--- config.mk ---
export PLATFORM = sky130hd
export DESIGN_NAME = mul_seq_ctrl
export DESIGN_NICKNAME = d
export VERILOG_FILES = /design/src/rtl/mul_seq_ctrl.sv
export SDC_FILE = /design/constraint.sdc
export NUM_CORES = 1
export LEC_CHECK = 0
export CORE_MARGIN = 4
export CORE_UTILIZATION = 51
export CTS_BUF_LIST = sky130_fd_sc_hd__clkbuf_8
export CTS_CLUSTER_SIZE = 30
export DETAILED_ROUTE_END_ITERATION = 12
export PLACE_DENSITY = 0.78
export SYNTH_ARGS = -nofsm -noshare
export SYNTH_HDL_FRONTEND = slang
export SYNTH_SLANG_ARGS = --single-unit
export TNS_END_PERCENT = 100
--- constraint.sdc ---
create_clock -name clk -period 2.6 [get_ports clk]
set_clock_uncertainty 0.15 [all_clocks]
set_input_delay 0.52 -clock clk [delete_from_list [all_inputs] [get_ports clk]]
set_output_delay 0.52 -clock clk [all_outputs]
set_load 0.02 [all_outputs]
--- src/rtl/mul_seq_ctrl.sv ---
`default_nettype none
// ============================================================================
// Module      : mul_seq_ctrl
// Description : Byte-serial sequencer for the shared 8x16 multiplier.
//               Collects a command byte plus three operand bytes over a
//               valid/ready byte input, drives the registered multiplier
//               operands, waits MUL_LATENCY cycles, optionally accumulates
//               the product into a 24-bit accumulator, and streams the
//               24-bit result LSB-first over a valid/ready byte output.
// Ports       : clk, rst              - clock, synchronous active-high reset
//               in_data/in_valid/in_ready    - command/operand byte input
//               out_data/out_valid/out_ready - result byte output
//               out_last              - marks the third (MSB) result byte
//               mul_a, mul_b          - registered multiplier operands
//               mul_p                 - combinational multiplier product
//               busy                  - high in any state other than CMD
// Revision    : 1.0 - initial release
// ============================================================================
module mul_seq_ctrl #(
  parameter int MUL_LATENCY = 1  // legal range 1..4
) (
  input  logic        clk,
  input  logic        rst,
  input  logic [7:0]  in_data,
  input  logic        in_valid,
  output logic        in_ready,
  output logic [7:0]  out_data,
  output logic        out_valid,
  input  logic        out_ready,
  output logic        out_last,
  output logic [7:0]  mul_a,
  output logic [15:0] mul_b,
  input  logic [23:0] mul_p,
  output logic        busy
);

  typedef enum logic [2:0] {
    S_CMD    = 3'd0,
    S_OPA    = 3'd1,
    S_OPB_HI = 3'd2,
    S_OPB_LO = 3'd3,
    S_CALC   = 3'd4,
    S_OUT    = 3'd5
  } state_t;

  localparam logic [2:0] C_LAT = 3'(MUL_LATENCY);

  // Command bit positions
  localparam int C_ACC   = 0;
  localparam int C_CLR   = 1;
  localparam int C_QUIET = 2;

  state_t      state_q, state_d;
  logic [1:0]  idx_q, idx_d;
  logic [2:0]  cnt_q, cnt_d;
  logic [2:0]  cmd_q, cmd_d;
  logic [23:0] res_q, res_d;
  logic [23:0] acc_q, acc_d;
  logic [7:0]  mul_a_q, mul_a_d;
  logic [15:0] mul_b_q, mul_b_d;

  logic        w_in_fire;
  logic        w_out_fire;
  logic [23:0] w_base;
  logic [23:0] w_sum;

  // in_ready is a pure function of state so the producer never sees a
  // combinational path from its own in_valid back to in_ready.
  assign in_ready   = (state_q == S_CMD) || (state_q == S_OPA) ||
                      (state_q == S_OPB_HI) || (state_q == S_OPB_LO);
  assign out_valid  = (state_q == S_OUT);
  assign out_last   = (state_q == S_OUT) && (idx_q == 2'd2);
  assign busy       = (state_q != S_CMD);
  assign mul_a      = mul_a_q;
  assign mul_b      = mul_b_q;

  assign w_in_fire  = in_valid && in_ready;
  assign w_out_fire = out_valid && out_ready;

  // CLR only zeroes the addend seen by this operation; the sum wraps mod 2^24.
  assign w_base = cmd_q[C_CLR] ? 24'd0 : acc_q;
  assign w_sum  = w_base + mul_p;

  always_comb begin
    out_data = 8'd0;
    if (state_q == S_OUT) begin
      case (idx_q)
        2'd0:    out_data = res_q[7:0];
        2'd1:    out_data = res_q[15:8];
        default: out_data = res_q[23:16];
      endcase
    end
  end

  always_comb begin
    state_d = state_q;
    idx_d   = idx_q;
    cnt_d   = cnt_q;
    cmd_d   = cmd_q;
    res_d   = res_q;
    acc_d   = acc_q;
    mul_a_d = mul_a_q;
    mul_b_d = mul_b_q;

    case (state_q)
      S_CMD: begin
        if (w_in_fire) begin
          cmd_d   = in_data[2:0];
          state_d = S_OPA;
        end
      end
      S_OPA: begin
        if (w_in_fire) begin
          mul_a_d = in_data;
          state_d = S_OPB_HI;
        end
      end
      S_OPB_HI: begin
        if (w_in_fire) begin
          mul_b_d[15:8] = in_data;
          state_d       = S_OPB_LO;
        end
      end
      S_OPB_LO: begin
        if (w_in_fire) begin
          mul_b_d[7:0] = in_data;
          cnt_d        = C_LAT;
          state_d      = S_CALC;
        end
      end
      S_CALC: begin
        cnt_d = cnt_q - 3'd1;
        // Counter reaching 1 means mul_p has been stable for MUL_LATENCY cycles.
        if (cnt_q == 3'd1) begin
          res_d = cmd_q[C_ACC] ? w_sum : mul_p;
          if (cmd_q[C_ACC]) begin
            acc_d = w_sum;
          end
          idx_d   = 2'd0;
          state_d = cmd_q[C_QUIET] ? S_CMD : S_OUT;
        end
      end
      S_OUT: begin
        if (w_out_fire) begin
          if (idx_q == 2'd2) begin
            idx_d   = 2'd0;
            state_d = S_CMD;
          end else begin
            idx_d = idx_q + 2'd1;
          end
        end
      end
      default: begin
        state_d = S_CMD;
      end
    endcase
  end

  always_ff @(posedge clk) begin
    if (rst) begin
      state_q <= S_CMD;
      idx_q   <= 2'd0;
      cnt_q   <= 3'd0;
      cmd_q   <= 3'd0;
      res_q   <= 24'd0;
      acc_q   <= 24'd0;
      mul_a_q <= 8'd0;
      mul_b_q <= 16'd0;
    end else begin
      state_q <= state_d;
      idx_q   <= idx_d;
      cnt_q   <= cnt_d;
      cmd_q   <= cmd_d;
      res_q   <= res_d;
      acc_q   <= acc_d;
      mul_a_q <= mul_a_d;
      mul_b_q <= mul_b_d;
    end
  end

endmodule
`default_nettype wire

==> flow_summary.json <==
{
  "cp-startpoint": "cmd_q[1]",
  "synth_warnings": 0,
  "htreeDepth": 3,
  "pin_count": 72,
  "synth_edf_count": 0,
  "ys_seq_area_share_pct": 33.1,
  "routed_wirelength_mm": 18.1,
  "r2r_setup_slack_ps": -100,
  "start_kind": "register",
  "synthXorXnorAreaFrac_pct": 3.31,
  "placed_cells": 915,
  "status": "finished, violations left",
  "hp-class": "register to register",
  "finalNonFillerCells": 948,
  "worst_path_max_delay_cell": "dfxtp_4",
  "yosys-top-cells-area": "dfxtp_1 33%, a21oi_1 7.2%, nand2_1 6.7%",
  "timing.critical_path.arrival_ps": 2820,
  "cts_buffers": 9,
  "grt_max_degree": 41,
  "drv_cap": 0,
  "relSlewSlack_pct": 16.5,
  "path_buf_inv": 2,
  "dpl.hpwl_mm": 11.9,
  "final-setup-viol-count": 16,
  "first_iter_violations": 478,
  "path_delay_family": "compound AO/OA/AOI/OAI gates",
  "port_buffers": 71,
  "synth_mux_area_share_pct": 6.18,
  "antenna_found_initial": 0,
  "min-delay-start": "acc_q[14]",
  "netlist_area_mm2": 0.00502,
  "avgSynthCellArea_um2": 7.78,
  "cp_max_fo": 6,
  "wl_per_cell_um": 19.1,
  "fillCellCount": 656,
  "cts_tree": "built",
  "synthCells": 645,
  "yosys.area.top_type": "dfxtp_1",
  "min_period_ps": 2700,
  "cts.sinks": 83,
  "multi_input_area_mm2": 0.00352,
  "clock_latency_ps": 370,
  "synthTopCellsByCount": "90 x nand2_1, 83 x dfxtp_1, 77 x nor2_1, 72 x a21oi_1, 31 x mux2i_1",
  "endpoint_kind": "register",
  "r2r_start": "cmd_q[1]",
  "synthArstFlopShare_pct": 0,
  "place_congestion": 0.987,
  "synth_top_family_by_area": "simple AND/OR/NAND/NOR gates",
  "cpPeakStageDelay_ps": 430,
  "synth_compound_area_share_pct": 22.4,
  "start_util_pct": 53.3,
  "synthAdderAreaFrac_pct": 6.63,
  "dieArea_mm2": 0.0115,
  "rsz0062_at_grt": "yes",
  "diodes": 0,
  "ant_nets": 0,
  "die_h_um": 107,
  "synth_cell_types": 56,
  "fmax_ghz": 0.370,
  "power_density_mw_per_mm2": 403,
  "rows": 35,
  "gr-total-overflow": 0,
  "cts.path.max_buffers": 2,
  "synth.most_common_cell": "nand2_1",
  "dominantRegCellSynth": "dfxtp_1",
  "ir_drop_mv": 0.308,
  "regArea_mm2": 0.00167,
  "core_mm2": 0.00942,
  "slew_viol_final": 0,
  "fin_ws_ps": -102,
  "cts_root_buffer": "clkbuf_8",
  "place_ws_ps": -616,
  "via_count": 5723,
  "p_leak_uw": 0.00278,
  "tightest_slew_ps": 1250,
  "synthSimpleGateAreaFrac_pct": 24.0,
  "path_class": "register to register",
  "grt_pass1_vias": 5476,
  "finalCritPeriodShare_pct": 104,
  "crit_required_ps": 2720,
  "grt_first_pass_wirelength_mm": 26.4,
  "synth_top_area_share_pct": 33.1,
  "vias_per_cell": 6.04,
  "grt_usage_pct": 28.9,
  "drc": 0,
  "final_hold_viol_count": 0,
  "dr.pass1.iters": 5,
  "ys_seq_elements": 83,
  "clk_pin_slew_ps": 110,
  "violations": "setup timing",
  "die_w_um": 107,
  "crit_path_cell_trace": "buf_6, nor2b_1, ha_2, o21ai_1, buf_4, o211ai_1, nand4_1, nand3b_1, xor2_2, a22o_1",
  "drive_above_1_share_pct": 26.5,
  "area_delta_synth_final_pct": 44.1,
  "totalPowerFinal_uw": 2920,
  "fin_nets": 876,
  "synth_fp_nets": 707
}
[power by group]
part | switching, µW | leakage (µW) | internal [µW]
logic | 332 | 0.00201 | 287
clock network | 584 | 0.0000922 | 375
registers | 33.2 | 0.000672 | 1310
total | 949 | 0.00278 | 1970
[worst paths after layout]
path / endpoint / depth (start not counted)
setup / recovery: acc_q[19] / 10
hold / removal: acc_q[14] / 2
setup reg to reg: acc_q[19] / 10
hold reg to reg: acc_q[14] / 2
[worst min-delay path: stages (launching register included)]
cell	delay, ps
dfxtp_1	330
nand2_1	40
o21ai_0	50
[cell usage in the layout (no fill, tap or decap), drive strengths merged, types with 3 or more instances in the layout]
cell           Yosys  final
ha                25     25
inv                8     13
nor2b             29     29
nand3             10     10
xnor2             12     12
nand2             90     90
a2111oi            6      6
mux2i             31     31
nand4              7      7
buf               13    129
or3                3      3
nor3              18     18
nand3b             3      3
clkbuf            28      9
a31oi              8      8
xor2               7      7
o21a               4      4
a22o               4      4
nor2              77     77
a21o               3      3
nor3b             11     11
nand2b             4      4
o211ai            11     11
dfxtp             83     83
and2               4      4
clkdlybuf4s50      0     54
o21ai             29     29
a211oi            22     22
dlygate4sd2        0     14
a21oi             72     72
[layout make-up]
type / count / area share [%]
tap: 129 / 2.23
multi-input combinational: 513 / 48.7
clock buffer: 9 / 1.71
clock inverter: 7 / 0.916
sequential: 83 / 23.0
inverter: 8 / 0.415
timing repair buffer: 199 / 23.0
[flip-flops by register name, indices dropped and copies added (netlist names)]
signal   cells
acc_q       24
cmd_q        3
cnt_q        3
idx_q        2
mul_a        8
mul_b       16
res_q       24
state_q      3
[through the flow]
stage | TNS [ps] | instance area [µm²] | utilization (%) | hold slack (ps)
3_3_place_gp | -12580 | 6540 | 69.5 | 277
4_1_cts | -64.9 | 6920 | 73.5 | 301
3_5_place_dp | -13950 | 6540 | 69.5 | 285
6_report | -694 | 7240 | 76.9 | 302
2_1_floorplan | 0 | 5040 | - | 265
5_1_grt | -3520 | 7240 | 76.9 | 324
[cells by family (layout without fill, tap and decap cells)]
logic type / Yosys count / count (layout)
xor gates and xnor gates: 19 / 19
adders and majority gates: 26 / 26
DFF: 83 / 83
AOI/OAI and AO/OA: 177 / 177
buffers and inverters: 49 / 223
and+or+nand+nor: 260 / 260
muxes: 31 / 31
[metal layers]
| layer | GRT usage (%) | vias to the layer above | routed length (µm) |
|---|---|---|---|
| li1 | - | 2631 | - |
| met1 | 37.1 | 2697 | 7310 |
| met2 | 48.5 | 322 | 8570 |
| met3 | 4.70 | 73 | 1520 |
| met4 | 11.1 | 0 | 687 |
| met5 | 0 | - | 0 |
[timing repair]
action | in CTS | in global routing
hold buffers | 0 | 0
pin swaps | 14 | 28
endpoints found under the setup margin | 32 | 34
gates resized for setup | 52 | 60
setup buffers | 6 | 11
Note: power is estimated with default switching activity, not from simulation.
